### src/rtl/pc_fetch_sequencer.sv
// Next-PC controller for one core: sequences start-up, branch/jump redirects
// (including redirects held across ID stalls) and halt, and drives the hold
// input of the core's PC register. Also provides an IF flush strobe, a sticky
// misaligned-target flag and a saturating fetched-instruction counter.
module pc_fetch_sequencer #(
    parameter logic [31:0] RESET_PC = 32'h0000_0000,
    parameter logic [31:0] PC_STEP  = 32'd4
) (
    input  logic        Clk,
    input  logic        Reset,
    input  logic        start,
    input  logic [31:0] pc_cur,
    input  logic        ID_stall,
    input  logic        br_taken,
    input  logic [31:0] br_target,
    input  logic        jmp_valid,
    input  logic [31:0] jmp_target,
    input  logic        halt_req,
    output logic [31:0] next_pc,
    output logic        pc_hold,
    output logic        if_flush,
    output logic        fetch_valid,
    output logic        halted,
    output logic        misalign_err,
    output logic [31:0] fetch_count
);

    localparam logic [2:0] S_IDLE   = 3'd0;
    localparam logic [2:0] S_BOOT   = 3'd1;
    localparam logic [2:0] S_RUN    = 3'd2;
    localparam logic [2:0] S_PEND   = 3'd3;
    localparam logic [2:0] S_HALTED = 3'd4;

    logic [2:0]  state_q, state_d;
    logic [31:0] pend_pc_q, pend_pc_d;
    logic        halted_q, halted_d;
    logic        misalign_q, misalign_d;
    logic [31:0] fetch_count_q, fetch_count_d;

    logic        redir;
    logic [31:0] raw_target;
    logic [31:0] target;
    logic        target_bad;
    logic        count_en;

    // Redirect decode: branch wins over jump; target is forced word-aligned.
    always_comb begin
        redir      = br_taken | jmp_valid;
        raw_target = br_taken ? br_target : jmp_target;
        target     = {raw_target[31:2], 2'b00};
        target_bad = (raw_target[1:0] != 2'b00);
    end

    // FSM next-state and combinational PC-control outputs.
    always_comb begin
        state_d     = state_q;
        pend_pc_d   = pend_pc_q;
        misalign_d  = misalign_q;
        next_pc     = pc_cur;
        pc_hold     = 1'b1;
        if_flush    = 1'b0;
        fetch_valid = 1'b0;
        count_en    = 1'b0;
        case (state_q)
            S_IDLE: begin
                next_pc = RESET_PC;
                if (start) begin
                    state_d = S_BOOT;
                end
            end
            S_BOOT: begin
                next_pc = RESET_PC;
                pc_hold = 1'b0;
                state_d = S_RUN;
            end
            S_RUN: begin
                if (halt_req) begin
                    state_d = S_HALTED;
                end else if (ID_stall) begin
                    if (redir) begin
                        pend_pc_d = target;
                        state_d   = S_PEND;
                        if (target_bad) begin
                            misalign_d = 1'b1;
                        end
                    end
                end else if (redir) begin
                    next_pc  = target;
                    pc_hold  = 1'b0;
                    if_flush = 1'b1;
                    count_en = 1'b1;
                    if (target_bad) begin
                        misalign_d = 1'b1;
                    end
                end else begin
                    next_pc     = pc_cur + PC_STEP;
                    pc_hold     = 1'b0;
                    fetch_valid = 1'b1;
                    count_en    = 1'b1;
                end
            end
            S_PEND: begin
                if (halt_req) begin
                    state_d = S_HALTED;
                end else if (!ID_stall) begin
                    next_pc  = pend_pc_q;
                    pc_hold  = 1'b0;
                    if_flush = 1'b1;
                    count_en = 1'b1;
                    state_d  = S_RUN;
                end
            end
            S_HALTED: begin
                state_d = S_HALTED;
            end
            default: begin
                state_d = S_IDLE;
            end
        endcase
    end

    // Status register next values: halted flag and saturating fetch counter.
    always_comb begin
        halted_d = (state_d == S_HALTED);
        if (count_en && (fetch_count_q != '1)) begin
            fetch_count_d = fetch_count_q + 32'd1;
        end else begin
            fetch_count_d = fetch_count_q;
        end
    end

    // State registers with asynchronous active-low reset.
    always_ff @(posedge Clk or negedge Reset) begin
        if (!Reset) begin
            state_q       <= S_IDLE;
            pend_pc_q     <= '0;
            halted_q      <= 1'b0;
            misalign_q    <= 1'b0;
            fetch_count_q <= '0;
        end else begin
            state_q       <= state_d;
            pend_pc_q     <= pend_pc_d;
            halted_q      <= halted_d;
            misalign_q    <= misalign_d;
            fetch_count_q <= fetch_count_d;
        end
    end

    assign halted       = halted_q;
    assign misalign_err = misalign_q;
    assign fetch_count  = fetch_count_q;

endmodule

### config.mk
export PLATFORM = sky130hd
export DESIGN_NAME = pc_fetch_sequencer
export DESIGN_NICKNAME = d
export VERILOG_FILES = /design/src/rtl/pc_fetch_sequencer.sv
export SDC_FILE = /design/constraint.sdc
export NUM_CORES = 1
export LEC_CHECK = 0
export BUFFER_PORTS_ARGS = -buffer_cell sky130_fd_sc_hd__buf_2
export CELL_PAD_IN_SITES_DETAIL_PLACEMENT = 1
export CELL_PAD_IN_SITES_GLOBAL_PLACEMENT = 2
export CORE_ASPECT_RATIO = 1.1
export CORE_MARGIN = 4
export CORE_UTILIZATION = 31
export CTS_CLUSTER_DIAMETER = 200
export DETAILED_ROUTE_END_ITERATION = 7
export GPL_TIMING_DRIVEN = 1
export PLACE_DENSITY = 0.93
export SETUP_SLACK_MARGIN = 0.05
export SYNTH_ARGS = -nofsm -noshare
export SYNTH_HDL_FRONTEND = slang
export SYNTH_SLANG_ARGS = --single-unit
### constraint.sdc
create_clock -name Clk -period 6.26 [get_ports Clk]
set_clock_uncertainty 0.2 [all_clocks]
set_input_delay 0.939 -clock Clk [delete_from_list [all_inputs] [get_ports Clk]]
set_output_delay 0.939 -clock Clk [all_outputs]
set_load 0.01 [all_outputs]
# Word level (Yosys, flattened, before mapping)
# Index checks and enable logic that the tools add are counted.
dict set report classes {
  mux 28
  addsub 2
  bitwise_logic 2
  reduce_logical 7
  eq_ne 6
}
# op n
set ops {}
lappend ops {{two-way mux 32 bit} 6}
lappend ops {{one-hot mux 32 bit (3 select lines)} 1}
lappend ops {{adder 32 x 1 -> 32 bit, second input constant} 1}
lappend ops {{adder 32 x 3 -> 32 bit, second input constant} 1}
lappend ops {{!= test 32 bit, second input constant} 1}
lappend ops {{two-way mux 3 bit} 6}
lappend ops {{one-hot mux 3 bit (5 select lines)} 1}
lappend ops {{two-way mux 1 bit} 12}
lappend ops {{AND reduction 4 bit} 2}
lappend ops {{== test 3 x 2 -> 1 bit, second input constant} 2}
lappend ops {{== test 3 bit, second input constant} 2}
lappend ops {{one-hot mux 1 bit (2 select lines)} 2}
lappend ops {{OR reduction 2 bit} 2}
lappend ops {{== test 3 x 1 -> 1 bit, second input constant} 1}
lappend ops {{logical NOT 3 bit} 1}
lappend ops {{nonzero test 2 bit} 1}
lappend ops {{logical AND 1 bit} 1}
lappend ops {{NOT 1 bit} 1}
lappend ops {{OR 1 bit} 1}
dict set report totals {
  register_bits 67
  inputBits 103
  wordCells 50
}

# Longest topological paths before layout
dict set report logic_depth {
  depth_word 6
  ltp_mapped 9
  mapped_depth_nobuf 6
}

# Worst setup path after synthesis
# Ideal clock, no wire load.
dict set report synth_path {
  path_kind {input port to output port}
  startpoint {in pc_cur[8]}
  endpoint {out next_pc[23]}
  t_required_ns 5.121
  slack_ns 2.732
  n_path_buf 2
  path_stages 6
  t_arrival_ns 2.389
  cell_sequence {buf_2 -> nand4_4 -> nor4_2 -> buf_4 -> nand2_1 -> o311ai_0}
}
dict set report synth_via {
  elab_chain_len 5
}
# element line
set synth_lines {}
lappend synth_lines {{from (decl)} 12} ;# input logic [31:0] pc_cur,
lappend synth_lines {{adder 32 x 3 -> 32 bit} 96} ;# next_pc = pc_cur + PC_STEP;
lappend synth_lines {{two-way mux 32 bit} 87} ;# end else if (redir) begin
lappend synth_lines {{two-way mux 32 bit} 79} ;# end else if (ID_stall) begin
lappend synth_lines {{two-way mux 32 bit} 77} ;# if (halt_req) begin
lappend synth_lines {{one-hot mux 32 bit (3 select lines)} 64} ;# case (state_q)
lappend synth_lines {{to (decl)} 19} ;# output logic [31:0] next_pc,
# Every way passes these cells.

# Worst setup path in the final report
dict set report layout_path {
  startpoint {in pc_cur[8]}
  endpoint {out next_pc[26]}
}
# Same word-level chain as after synthesis.

==> impl_metrics.env <==
export IMPL_totalWireLength_um=20460
export IMPL_design_die_area_sq_mm=0.01881
export IMPL_placed_cell_area_sq_mm=0.006148
export IMPL_grt_overflow=0
export IMPL_max_clock_path_buffers=2
export IMPL_fmax_mhz=229.0
export IMPL_hp_start="misalign_err"
export IMPL_drt_initial_drc_count=355
export IMPL_synth_cell_type_count=70
export IMPL_cp_end_kind="primary output"
export IMPL_p_int_w=0.001177
export IMPL_clk_pin_slew_worst_paths_ps=50
export IMPL_ys_flop_type="dfrtp_1"
export IMPL_final_cell_area_sq_mm=0.006431
export IMPL_worstPathArrival_ps=3230
export IMPL_crit_slowest_cell="nor4_2"
export IMPL_postCtsHoldBufs=0
export IMPL_start_util=0.3158
export IMPL_ys_ff_latch=67
export IMPL_setup_viol=0
export IMPL_switching_share=0.4038
export IMPL_max_vdd_ir_drop_v=0.0001444
export IMPL_root_buffer="clkbuf_16"
export IMPL_crit_cells=7
export IMPL_final_common_cell="buf_2"
export IMPL_critPathTopFamily="simple AND/OR/NAND/NOR gates"
export IMPL_first_global_vias=5798
export IMPL_r2r_start="state_q[1]"
export IMPL_antenna_found_initial=5
export IMPL_setup_worst_path_class="in2out"
export IMPL_max_cap_viol_count=0
export IMPL_final_nets=871
export IMPL_slowest_delay_ps=880
export IMPL_rows=49
export IMPL_cts_tree="yes"
export IMPL_port_buffers=171
export IMPL_syn_nets=722
export IMPL_clkLatencyLatePin_ps=340
export IMPL_fin_ws_ps=1893
export IMPL_synth_edf_count=0
export IMPL_die_x_um=131.1
export IMPL_p_total_w=0.001974
export IMPL_hpwl_um=15360
export IMPL_pwr_share_seq=0.342
export IMPL_syn_inst=617
export IMPL_clock_sinks=67
export IMPL_first_pass_iters=5
export IMPL_layout_drive_gt1_share=0.2974
export IMPL_drc=0
export IMPL_die_height_um=143.4
export IMPL_antenna_left=0
export IMPL_cts_setup_buffers=0
export IMPL_rr_endpoint="pend_pc_q[13]"
export IMPL_layout_min_cycle_time_ps=4368
export IMPL_vias_per_cell=5.795
export IMPL_grt_max_degree=68
export IMPL_fillers=2025
export IMPL_p_switching_w=0.0007972
export IMPL_ys_seq_area_frac=0.3243
export IMPL_tns_ps=0
export IMPL_worst_setup_path_start_kind="primary input"
export IMPL_slew_headroom=0.3579
export IMPL_power_frac_comb=0.407
export IMPL_ys_async_sr_fraction=1.000
export IMPL_finalCritPeriodShare=0.6977
export IMPL_synthesis_area_sq_mm=0.005170
export IMPL_crit_buf_inv=2
export IMPL_power_per_cell_area_mw_per_mm2=306.9
export IMPL_grt_first_pass_wirelength_um=32050
export IMPL_cp_common_cell="buf_2"
export IMPL_avgRoutedWirePerCell_um=20.98
export IMPL_hold_ws_ps=249.9
export IMPL_rrSetupSlack_ps=2870
export IMPL_avgSynthCellArea_sq_um=8.379
export IMPL_crit_fanout=11
export IMPL_hold_viol_final=0
export IMPL_area_growth_pct=24.40
export IMPL_grt_usage=0.2126
export IMPL_status="finished, final reports clean"
export IMPL_hold_class="reg2reg"
export IMPL_clkPwrFrac=0.251
export IMPL_hold_end="misalign_err"
export IMPL_crit_path_cell_trace="buf_2, nand4_4, nor4_2, nand2_1, or3_1, a22oi_1, buf_2"
export IMPL_slew_viol_final=0
export IMPL_required_ps=5120
export IMPL_vias=5650
export IMPL_final_cell_mix="171 x buf_2, 67 x dfrtp_1, 64 x nor2_1, 48 x o21ai_0, 48 x a21oi_1"
export IMPL_core_sq_mm=0.01637
export IMPL_worst_pin_slew_ps=955.3
export IMPL_ctsResizeCount=0
export IMPL_leakagePower_nw=2.985
export IMPL_rsz0062_at_grt="false"
export IMPL_dpl_worst_slack_ps=1895
export IMPL_htreeDepth=3
export IMPL_hold_depth=1
export IMPL_synth_warning_count=0
export IMPL_io_pins=172
export IMPL_place_congestion=0.8998
export IMPL_numCtsBuffers=9
export IMPL_r2r_cells=5
-- per-stage QoR --
| stage | util | std cells |
|---|---|---|
| 2_1_floorplan | - | 617 |
| 3_3_place_gp | 0.3756 | 959 |
| 3_5_place_dp | 0.3756 | 959 |
| 4_1_cts | 0.3927 | 974 |
| 5_1_grt | 0.3927 | 974 |
| 6_report | 0.3929 | 975 |
-- synthesized netlist by cell type, drive strengths merged (2+ instances only) --
master	instances	area share
dfrtp	67	0.32
nor2	66	0.049
o21ai	49	0.047
a21oi	48	0.046
nand2	44	0.032
nand3	35	0.037
mux2i	31	0.060
buf	25	0.027
nand4	21	0.028
a221oi	20	0.034
xnor2	20	0.034
clkbuf	18	0.013
nor3	17	0.018
a22oi	14	0.020
and3	13	0.017
xor2	13	0.022
inv	12	0.0087
mux2	11	0.024
a31oi	9	0.011
and4	7	0.012
and2	6	0.0073
nor4	6	0.017
o22ai	5	0.0061
a21o	4	0.0058
a222oi	4	0.0077
o311ai	4	0.0068
a221o	3	0.0058
a311oi	3	0.0085
nor4b	3	0.0063
o211ai	3	0.0044
o31ai	3	0.0044
or2	3	0.0036
a22o	2	0.0034
a31o	2	0.0034
ha	2	0.0048
nand2b	2	0.0024
nand3b	2	0.0036
nor2b	2	0.0024
o2111ai	2	0.0034
o221ai	2	0.0034
o2bb2ai	2	0.0034
or3	2	0.0024
-- flip-flops by register name, summed over array words and instances (netlist names) --
name	cells
state_q	3
pend_pc_q	30
fetch_count	32
halted	1
misalign_err	1
-- cells by family after synthesis --
logic type      Yosys count  share of synthesized area
simple gates            233                     0.2464
compound gates          185                     0.2355
flops                    67                     0.3243
buf+inv                  55                    0.04913
mux                      42                    0.08398
xor+xnor                 33                    0.05591
fa+ha+maj                 2                   0.004839
-- layer usage --
layer / routed length, um / GRT usage / vias to the layer above
met5: 37 / 0 / -
met4: 604 / 0.08458 / 8
met3: 1422 / 0.05427 / 44
met2: 9832 / 0.3657 / 208
met1: 8559 / 0.2574 / 2759
li1: - / - / 2631
-- power groups by stage --
| stage | registers [W] | clock network [W] | logic, W |
|---|---|---|---|
| floorplan | 0.000634 | 0 | 0.000500 |
| global placement | 0.000674 | 0 | 0.000785 |
| detailed placement | 0.000679 | 0 | 0.000801 |
| CTS | 0.000672 | 0.000507 | 0.000806 |
| global route | 0.000694 | 0.000525 | 0.000882 |
| finish | 0.000676 | 0.000496 | 0.000803 |
-- worst reg2reg max path, delay by kind of cell, from the launching register on --
family	cells	cell delay, ps
simple gates	3	1600
flops	1	740
buf+inv	1	380
mux	1	360
-- worst max path at each step --
| stage | from | end | slack, ps |
|---|---|---|---|
| floorplan | pc_cur[8] | next_pc[23] | 2730 |
| CTS | pc_cur[8] | next_pc[26] | 1890 |
| finish | pc_cur[8] | next_pc[26] | 1890 |
| global placement | pc_cur[8] | next_pc[26] | 2000 |
| detailed placement | pc_cur[8] | next_pc[26] | 1900 |
| global route | pc_cur[8] | next_pc[26] | 1770 |
-- layout make-up --
type,instances,area (sq um),area share
diodes,1,2.502,0.0003891
clock buffers,13,270.3,0.04202
clock inverters,2,10.01,0.001556
inverters,12,45.04,0.007004
multi-input cells,495,3241,0.5039
flip-flops and latches,67,1677,0.2607
well taps,204,255.2,0.03969
repair buffers,181,930.9,0.1447
No activity file was read; power rests on OpenSTA's default activity.
